File: config.mk
export PLATFORM = sky130hd
export DESIGN_NAME = mem_access_unit_flat
export DESIGN_NICKNAME = d
export VERILOG_FILES = /design/src/rtl/mem_access_unit_if.sv /design/src/rtl/mem_access_unit.sv /design/src/flat_wrapper.sv
export SDC_FILE = /design/constraint.sdc
export NUM_CORES = 1
export LEC_CHECK = 0
export ABC_AREA = 1
export CAP_MARGIN = 25
export CORE_ASPECT_RATIO = 0.5
export CORE_UTILIZATION = 25
export CTS_CLUSTER_DIAMETER = 30
export DETAILED_ROUTE_END_ITERATION = 8
export GPL_ROUTABILITY_DRIVEN = 1
export PLACE_DENSITY = 0.47
export SKIP_CTS_REPAIR_TIMING = 1
export SYNTH_ARGS = -nofsm -noshare
export SYNTH_HDL_FRONTEND = slang
export SYNTH_SLANG_ARGS = --single-unit
export TNS_END_PERCENT = 10
File: constraint.sdc
create_clock -name clk -period 6.63 [get_ports clk]
set_input_delay 1.326 -clock clk [delete_from_list [all_inputs] [get_ports clk]]
set_output_delay 1.326 -clock clk [all_outputs]
set_load 0.02 [all_outputs]
File: src/rtl/mem_access_unit_if.sv
// Word-wide data-memory bus between the MEM-stage access unit and the
// external data memory. The unit is the master; the memory answers with a
// one-cycle acknowledge that carries the read word.
interface mem_access_unit_if;
  logic        mem_req;
  logic        mem_we;
  logic [3:0]  mem_be;
  logic [31:0] mem_addr;
  logic [31:0] mem_wdata;
  logic        mem_ack;
  logic [31:0] mem_rdata;

  modport master (
    output mem_req, mem_we, mem_be, mem_addr, mem_wdata,
    input  mem_ack, mem_rdata
  );

  modport slave (
    input  mem_req, mem_we, mem_be, mem_addr, mem_wdata,
    output mem_ack, mem_rdata
  );
endinterface

File: src/rtl/mem_access_unit.sv
// MEM-stage access unit: converts MemRead/MemWrite size codes into a single
// word-wide bus transaction with byte enables, lane-replicated store data and
// sign-extended load data. The pipeline is stalled from issue until the cycle
// before done; a missing acknowledge ends the access with bus_err.
module mem_access_unit #(
  parameter int TIMEOUT = 255
) (
  input  logic        clk,
  input  logic        reset,
  input  logic [1:0]  mem_read,
  input  logic [1:0]  mem_write,
  input  logic [31:0] addr,
  input  logic [31:0] wdata,
  mem_access_unit_if.master bus,
  output logic [31:0] load_data,
  output logic        done,
  output logic        stall,
  output logic        align_err,
  output logic        bus_err
);

  localparam logic [1:0] SZ_NONE = 2'b00;
  localparam logic [1:0] SZ_WORD = 2'b01;
  localparam logic [1:0] SZ_BYTE = 2'b10;
  localparam logic [1:0] SZ_HALF = 2'b11;
  localparam logic [7:0] TIMEOUT_CNT = TIMEOUT[7:0];

  typedef enum logic [1:0] {
    S_IDLE,
    S_ACCESS,
    S_DONE
  } state_t;

  state_t      state;
  state_t      state_next;
  logic [7:0]  timer;
  logic [1:0]  op_size;     // size code of the transaction in flight
  logic [1:0]  op_off;      // addr[1:0] of the transaction in flight

  // Request decode (only meaningful in IDLE)
  logic        is_store;
  logic        any_op;
  logic        illegal;
  logic        issue;
  logic [1:0]  req_size;
  logic [3:0]  req_be;
  logic [31:0] req_wdata;
  logic [31:0] rd_ext;
  logic        timer_last;

  // Classify the incoming pipeline request and build lane enables / store data.
  // NOTE: every always_comb output gets a default first so no path leaves it
  // unassigned, which would otherwise infer a latch.
  always_comb begin
    is_store  = (mem_write != SZ_NONE);
    any_op    = (mem_read != SZ_NONE) || is_store;
    req_size  = is_store ? mem_write : mem_read;
    illegal   = 1'b0;
    req_be    = 4'b0000;
    req_wdata = wdata;
    if ((mem_read != SZ_NONE) && is_store) begin
      illegal = 1'b1;
    end
    case (req_size)
      SZ_WORD: begin
        req_be = 4'b1111;
        if (addr[1:0] != 2'b00) illegal = 1'b1;
      end
      SZ_BYTE: begin
        req_be    = 4'b0001 << addr[1:0];
        req_wdata = {4{wdata[7:0]}};
      end
      SZ_HALF: begin
        req_be    = addr[1] ? 4'b1100 : 4'b0011;
        req_wdata = {2{wdata[15:0]}};
        if (addr[0]) illegal = 1'b1;
      end
      default: req_be = 4'b0000;
    endcase
    issue = any_op && !illegal;
  end

  // Pick the addressed lane out of the read word and sign-extend it.
  always_comb begin
    rd_ext = bus.mem_rdata;
    case (op_size)
      SZ_BYTE: begin
        case (op_off)
          2'd0:    rd_ext = {{24{bus.mem_rdata[7]}},  bus.mem_rdata[7:0]};
          2'd1:    rd_ext = {{24{bus.mem_rdata[15]}}, bus.mem_rdata[15:8]};
          2'd2:    rd_ext = {{24{bus.mem_rdata[23]}}, bus.mem_rdata[23:16]};
          default: rd_ext = {{24{bus.mem_rdata[31]}}, bus.mem_rdata[31:24]};
        endcase
      end
      SZ_HALF: begin
        if (op_off[1]) rd_ext = {{16{bus.mem_rdata[31]}}, bus.mem_rdata[31:16]};
        else           rd_ext = {{16{bus.mem_rdata[15]}}, bus.mem_rdata[15:0]};
      end
      default: rd_ext = bus.mem_rdata;
    endcase
  end

  // Last permitted ACCESS cycle: the timer would reach TIMEOUT on this edge.
  assign timer_last = ((timer + 8'd1) == TIMEOUT_CNT);

  // State register.
  // NOTE: sequential state uses non-blocking assignments so every flop
  // samples pre-edge values regardless of block ordering.
  always_ff @(posedge clk or posedge reset) begin
    if (reset) state <= S_IDLE;
    else       state <= state_next;
  end

  // Next-state and stall; stall is combinational so the issuing cycle freezes too.
  always_comb begin
    state_next = state;
    stall      = 1'b0;
    case (state)
      S_IDLE: begin
        if (issue) begin
          stall      = 1'b1;
          state_next = S_ACCESS;
        end
      end
      S_ACCESS: begin
        stall = 1'b1;
        if (bus.mem_ack || timer_last) state_next = S_DONE;
      end
      S_DONE:  state_next = S_IDLE;
      default: state_next = S_IDLE;
    endcase
  end

  // Bus registers, load capture, timer and the one-cycle status pulses.
  always_ff @(posedge clk or posedge reset) begin
    if (reset) begin
      bus.mem_req   <= 1'b0;
      bus.mem_we    <= 1'b0;
      bus.mem_be    <= 4'b0000;
      bus.mem_addr  <= 32'd0;
      bus.mem_wdata <= 32'd0;
      load_data     <= 32'd0;
      done          <= 1'b0;
      align_err     <= 1'b0;
      bus_err       <= 1'b0;
      timer         <= 8'd0;
      op_size       <= SZ_NONE;
      op_off        <= 2'b00;
    end else begin
      done      <= 1'b0;
      align_err <= 1'b0;
      bus_err   <= 1'b0;
      case (state)
        S_IDLE: begin
          if (issue) begin
            bus.mem_req   <= 1'b1;
            bus.mem_we    <= is_store;
            bus.mem_be    <= req_be;
            bus.mem_addr  <= {addr[31:2], 2'b00};
            bus.mem_wdata <= req_wdata;
            op_size       <= req_size;
            op_off        <= addr[1:0];
            timer         <= 8'd0;
          end else if (illegal) begin
            align_err <= 1'b1;
          end
        end
        S_ACCESS: begin
          timer <= timer + 8'd1;
          if (bus.mem_ack) begin
            bus.mem_req <= 1'b0;
            load_data   <= bus.mem_we ? 32'd0 : rd_ext;
            done        <= 1'b1;
          end else if (timer_last) begin
            bus.mem_req <= 1'b0;
            load_data   <= 32'd0;
            bus_err     <= 1'b1;
            done        <= 1'b1;
          end
        end
        S_DONE:  timer <= 8'd0;
        default: timer <= 8'd0;
      endcase
    end
  end

endmodule
File: src/flat_wrapper.sv
// flat-port wrapper written by rule: the top's interface ports become plain ports
module mem_access_unit_flat 
#(
  parameter int TIMEOUT = 255
)
  (clk, reset, mem_read, mem_write, addr, wdata, load_data, done, stall, align_err, bus_err, bus_mem_req, bus_mem_we, bus_mem_be, bus_mem_addr, bus_mem_wdata, bus_mem_ack, bus_mem_rdata);
  mem_access_unit_if bus_i ();
  input  logic clk;
  input  logic reset;
  input  logic [1:0] mem_read;
  input  logic [1:0] mem_write;
  input  logic [31:0] addr;
  input  logic [31:0] wdata;
  output logic [31:0] load_data;
  output logic done;
  output logic stall;
  output logic align_err;
  output logic bus_err;
  output wire logic [$bits(bus_i.mem_req)-1:0] bus_mem_req;
  output wire logic [$bits(bus_i.mem_we)-1:0] bus_mem_we;
  output wire logic [$bits(bus_i.mem_be)-1:0] bus_mem_be;
  output wire logic [$bits(bus_i.mem_addr)-1:0] bus_mem_addr;
  output wire logic [$bits(bus_i.mem_wdata)-1:0] bus_mem_wdata;
  input wire logic [$bits(bus_i.mem_ack)-1:0] bus_mem_ack;
  input wire logic [$bits(bus_i.mem_rdata)-1:0] bus_mem_rdata;
  assign bus_mem_req = bus_i.mem_req;
  assign bus_mem_we = bus_i.mem_we;
  assign bus_mem_be = bus_i.mem_be;
  assign bus_mem_addr = bus_i.mem_addr;
  assign bus_mem_wdata = bus_i.mem_wdata;
  assign bus_i.mem_ack = bus_mem_ack;
  assign bus_i.mem_rdata = bus_mem_rdata;
  mem_access_unit #(.TIMEOUT(TIMEOUT)) u_core (.clk(clk), .reset(reset), .mem_read(mem_read), .mem_write(mem_write), .addr(addr), .wdata(wdata), .bus(bus_i), .load_data(load_data), .done(done), .stall(stall), .align_err(align_err), .bus_err(bus_err));
endmodule
### Word level (Yosys, flattened, before mapping)

Index checks and enable logic that the tools add are counted.

* bits in registers: 117
* bits in latches: 0
* RAM bits: 0
* bits in read-only memories: 0
* bits of input ports: 103
* output and inout port bits: 106
* word-level logic and storage cells: 76
* memories: 0

* add/sub/neg operators: 1
* multiply operators: 0
* divide/modulo/power cells: 0
* magnitude comparators: 0
* equality and inequality tests: 12
* shift-type cells: 1
* mux-type cells: 33
* bitwise gates (word level): 0
* reductions and logical operators: 16

Operator list (count)
* two-way mux 32 bit: 4
* case mux 32 bit (2 select lines): 2
* case mux 32 bit (3 select lines): 1
* case mux 8 bit (2 select lines): 1
* two-way mux 1 bit: 15
* case mux 4 bit (3 select lines): 1
* equality test 2 bit (second input constant): 5
* nonzero test 2 bit: 5
* adder 8 x 1 -> 8 bit (second input constant): 1
* equality test 8 bit (second input constant): 1
* two-way mux 8 bit: 1
* equality test 2 x 1 -> 1 bit (second input constant): 3
* two-way mux 2 bit: 3
* case mux 1 bit (2 select lines): 3
* AND reduction 2 bit: 3
* zero test 2 bit: 2
* two-way mux 4 bit: 1
* inequality test 2 x 1 -> 1 bit (second input constant): 2
* case mux 2 bit (2 select lines): 1
* left shift 1 x 2 -> 4 bit (first input constant): 1
* inequality test 3 x 2 -> 1 bit (second input constant): 1
* AND reduction 3 bit: 1
* logical AND 1 bit: 2
* logical OR 1 bit: 2
* zero test 1 bit: 1

### Depth between registers and ports, before layout

* word-level depth: 9
* gate-level depth with buffers: 12
* gate-level depth less buffers: 11

### Worst setup path before layout

OpenSTA, ideal clock, no wires.

* kind: input port to output port
* start: input mem_write[1]
* end: output stall
* arrival time: 2.285 ns
* data required time: 5.304 ns
* setup slack: 3.019 ns
* stages on the path: 6
* path buffers: 1
* path through: nor2_1 -> a21oi_1 -> a21oi_1 -> nand4_1 -> buf_2 -> nand2_1

* cells in the longest elaborated chain, start to end: 9
* elaborated cells on any way between the ends: 14
* those cells by class: eq/ne (2); mux (7); reduce/logical (5)

RTL lines
* start: declaration: RTL line flat_wrapper.sv:11 `input logic [1:0] mem_write;`
* nonzero test 2 bit: RTL line mem_access_unit.sv:55 `is_store = (mem_write != SZ_NONE);`
* logical AND 1 bit: RTL line mem_access_unit.sv:61 `if ((mem_read != SZ_NONE) && is_store) begin`
* two-way mux 1 bit: RTL line mem_access_unit.sv:61
* two-way mux 1 bit (on tied branches): RTL line mem_access_unit.sv:76, mem_access_unit.sv:67
* case mux 1 bit (2 select lines): RTL line mem_access_unit.sv:64 `case (req_size)`
* zero test 1 bit: RTL line mem_access_unit.sv:80 `issue = any_op && !illegal;`
* logical AND 1 bit (*): RTL line mem_access_unit.sv:80
* two-way mux 1 bit (*): RTL line mem_access_unit.sv:120 `if (issue) begin`
* case mux 1 bit (2 select lines) (*): RTL line mem_access_unit.sv:118 `case (state)`
* end: declaration: RTL line flat_wrapper.sv:16 `output logic stall;`

Every way passes the cells marked *; elsewhere a longest branch is shown, timed or not.

### Worst setup path in the final report

* start: input mem_write[0]
* end: output stall

The elaborated chain is that of the path after synthesis.

==> impl_metrics.ini <==
[global_route]
grt_start_max_net_pins = 95
grt_usage_pct = 16.5
antenna_found_initial = 0
vias_in_the_first_global_route = 5622
wire_length_of_the_first_global_routing_pass_um = 31700
gr-total-overflow = 0

[critical_path]
r2r_cells = 9
critical_path.startpoint_type = input port
worst-endpoint-required_ns = 5.30
critical_path.max_fanout = 11
worst_setup_path_category = input port to output port
worst_path_arrival_time_ns = 3.35
rrSetupSlack_ns = 4.23
critical_path.endpoint_type = output port

[routing]
drc_errors = 0
drt_first_pass_iters = 5
drt_total_wl_um = 19900
detail-route-antenna-nets = 0
via_count = 5554
viasPerCell = 4.41
detail_routed_net_length_per_standard_cell_um = 15.8
initialDrtViolationCount = 278

[timing]
timing.slew.headroom_pct = 35.3
finalCritPeriodShare_pct = 70.5
timing.setup.tns_ns = 0
setup_repair_after_global_routing_missed_its_margin = no
minimum_clock_period_after_layout_ns = 4.67
final_max_slew_viol_count = 0
max_clock_freq_mhz = 214
worst_slew_pin_slew_ns = 0.967
final_hold_viol_count = 0
number_of_endpoints_failing_setup_at_the_final_stage = 0
fin_skew_ns = 0.00713

[power_and_ir_drop]
p_comb_share_pct = 41.3
internal_power_mw = 2.23
power_switching_share_pct = 37.8
ir_worst_vdd_mv = 0.173
switchingPower_mw = 1.36
leakagePower_nw = 4.16
power_dens_cells_mw_per_mm2 = 403
power.share.clock_pct = 26.4
power.share.sequential_pct = 32.3

[floorplanning]
top_level_ports = 209
design.core.area_mm2 = 0.0232
initial_utilization_pct = 25.9
die_area_mm2 = 0.0247
die_width_um = 221
dieHeight_um = 112
total_number_of_placement_rows = 39

[yosys]
post_synth_num_cell_types = 32
post-synth-top-area-cell = sky130_fd_sc_hd__dfrtp_1
synth-seq-area-share_pct = 48.7
syn-cell-area_mm2 = 0.00601
synth.top_cell.area_share_pct = 48.7
post_synthesis_register_bit_count = 117
syn_inst = 746
synth_warn = 0
post_synthesis_mean_instance_area_um2 = 8.06
ys_top_cells_by_area = sky130_fd_sc_hd__dfrtp_1 49%, sky130_fd_sc_hd__nand2_1 16%, sky130_fd_sc_hd__nand2_4 5.4%

[cts]
numCtsBuffers = 17
cts_tree = done
ctsHtreeMaxLevel = 4
clock_path_buffers = 2
root_buffer = sky130_fd_sc_hd__clkbuf_16
clkLatencyLatePin_ns = 0.42
clkSinkCount = 117
cts.reportedPaths.clkPinSlew_ns = 0.05

[cells_and_area]
layout-drive-gt1-share_pct = 11.3
sequential_cell_area_mm2 = 0.00293
multiInputGateArea_mm2 = 0.00268
final_core_utilization_pct = 38.4
final.fill_count = 2373
area_growth_pct = 48.1
layout.nets = 1046
insertedDiodeCount = 0

[place]
portBuffers = 206
routability_cong = 0.829
detailedPlacementHpwl_um = 14200

[outcome]
outcome = finished, final reports clean

[hold_path]
whs_path_depth = 2
worstHoldPathType = flop to flop

[run]
drv_cap = 0
-- path summary, 6_finish.rpt --
kind	start	to
worst max-delay path	mem_write[0]	stall
worst min register to register	u_core.bus.mem_addr[14]	u_core.bus.mem_addr[14]
worst min-delay path	u_core.bus.mem_addr[14]	u_core.bus.mem_addr[14]
max in group asynchronous	reset	u_core.bus.mem_addr[29]
min in group asynchronous	reset	u_core.bus.mem_addr[3]
worst max register to register	u_core.timer[0]	u_core.load_data[20]
-- critical path, cell delays in order --
cell                              delay (ns)
sky130_fd_sc_hd__clkdlybuf4s50_1        0.46
sky130_fd_sc_hd__inv_1                  0.09
sky130_fd_sc_hd__o21ai_1                0.06
sky130_fd_sc_hd__buf_4                  0.18
sky130_fd_sc_hd__a21oi_1                0.21
sky130_fd_sc_hd__nand4_1                0.24
sky130_fd_sc_hd__nand2_1                0.15
sky130_fd_sc_hd__clkdlybuf4s50_1        0.63
-- area by class of cell --
| class | count | share of cell area (%) |
|---|---|---|
| flip-flops and latches | 117 | 32.9 |
| multi-input cells | 549 | 30.2 |
| repair buffers | 212 | 24.1 |
| clock buffers | 21 | 5.17 |
| well taps | 307 | 4.32 |
| inverters | 44 | 1.88 |
| clock inverters | 10 | 1.46 |
-- cells in the mapped netlist --
library cell,number
sky130_fd_sc_hd__a21boi_0,1
sky130_fd_sc_hd__a21oi_1,15
sky130_fd_sc_hd__a22oi_1,2
sky130_fd_sc_hd__a31oi_1,2
sky130_fd_sc_hd__buf_12,3
sky130_fd_sc_hd__buf_2,9
sky130_fd_sc_hd__buf_4,10
sky130_fd_sc_hd__clkbuf_1,15
sky130_fd_sc_hd__conb_1,1
sky130_fd_sc_hd__dfrtp_1,117
sky130_fd_sc_hd__ha_1,2
sky130_fd_sc_hd__inv_1,40
sky130_fd_sc_hd__inv_2,4
sky130_fd_sc_hd__mux2i_1,1
sky130_fd_sc_hd__nand2_1,264
sky130_fd_sc_hd__nand2_2,32
sky130_fd_sc_hd__nand2_4,29
sky130_fd_sc_hd__nand2_8,1
sky130_fd_sc_hd__nand3_1,50
sky130_fd_sc_hd__nand3_4,1
sky130_fd_sc_hd__nand4_1,1
sky130_fd_sc_hd__nor2_1,59
sky130_fd_sc_hd__nor2_2,2
sky130_fd_sc_hd__nor2_4,3
sky130_fd_sc_hd__nor3_1,1
sky130_fd_sc_hd__o21ai_0,51
sky130_fd_sc_hd__o21ai_1,16
sky130_fd_sc_hd__o21bai_1,1
sky130_fd_sc_hd__o221ai_1,6
sky130_fd_sc_hd__o22ai_1,3
sky130_fd_sc_hd__o31ai_1,2
sky130_fd_sc_hd__xor2_1,2
-- per-layer routing --
layer	track usage [%]	vias to the layer above	part of all wire [%]	routed length, µm
met1	21.3	2666	46	9090
li1	-	2759	-	-
met3	3.22	20	3.6	719
met4	6.43	0	1.6	318
met2	27.4	109	49	9790
met5	0	-	0	0
-- sequential cells by signal (all words and copies together) (netlist names) --
signal,flops
u_core.align_err,1
u_core.bus.mem_addr,30
u_core.bus.mem_be,4
u_core.bus.mem_req,1
u_core.bus.mem_wdata,32
u_core.bus.mem_we,1
u_core.bus_err,1
u_core.done,1
u_core.load_data,32
u_core.op_off,2
u_core.op_size,2
u_core.state,2
u_core.timer,8
-- power by group through the flow --
stage | clock network, mW | logic [mW] | registers, mW
3_5_place_dp | 0 | 1.46 | 1.19
6_report | 0.946 | 1.48 | 1.16
5_1_grt | 1.00 | 1.60 | 1.20
3_3_place_gp | 0 | 1.46 | 1.19
2_1_floorplan | 0 | 0.525 | 1.42
4_1_cts | 0.971 | 1.47 | 1.19
-- placed cells by master, fill, tap and decap left out, types with 2 or more instances in the layout --
cell,instances
sky130_fd_sc_hd__nor2_2,2
sky130_fd_sc_hd__o21ai_0,51
sky130_fd_sc_hd__o22ai_1,3
sky130_fd_sc_hd__buf_16,2
sky130_fd_sc_hd__clkdlybuf4s50_1,206
sky130_fd_sc_hd__nor2_4,3
sky130_fd_sc_hd__nand2_4,29
sky130_fd_sc_hd__clkinv_2,5
sky130_fd_sc_hd__dfrtp_1,117
sky130_fd_sc_hd__o221ai_1,6
sky130_fd_sc_hd__nand2_2,32
sky130_fd_sc_hd__conb_1,2
sky130_fd_sc_hd__o31ai_1,2
sky130_fd_sc_hd__nand3_1,50
sky130_fd_sc_hd__a31oi_1,2
sky130_fd_sc_hd__a21oi_1,15
sky130_fd_sc_hd__clkbuf_16,17
sky130_fd_sc_hd__inv_2,4
sky130_fd_sc_hd__inv_1,39
sky130_fd_sc_hd__clkinvlp_4,2
sky130_fd_sc_hd__nor2_1,59
sky130_fd_sc_hd__nand2_1,264
sky130_fd_sc_hd__buf_4,4
sky130_fd_sc_hd__clkbuf_8,2
sky130_fd_sc_hd__bufinv_16,3
sky130_fd_sc_hd__clkbuf_1,2
sky130_fd_sc_hd__o21ai_1,16
sky130_fd_sc_hd__xor2_1,2
sky130_fd_sc_hd__a22oi_1,2
sky130_fd_sc_hd__ha_1,2
-- kinds of logic after synthesis --
family,share of synthesized area [%]
AND/OR/NAND/NOR,34.7
flip-flops,48.7
AO/OA/AOI/OAI,8.97
buffers and inverters,6.68
adder cells (fa/ha/maj),0.416
XOR/XNOR,0.292
other,0.0624
multiplexers,0.167
-- stage by stage --
step | cells | worst slack [ns] | area [µm²] | power, mW | hold WS, ns
after floorplan | 747 | 2.20 | 6010 | 1.95 | 0.502
after global placement | 1227 | 1.99 | 8260 | 2.64 | 0.456
after detailed placement | 1228 | 1.95 | 8280 | 2.65 | 0.464
after CTS | 1259 | 1.95 | 8870 | 3.63 | 0.479
after global routing | 1260 | 1.85 | 8900 | 3.80 | 0.495
final | 1260 | 1.96 | 8900 | 3.59 | 0.472
(Power assumes the default switching activity.)
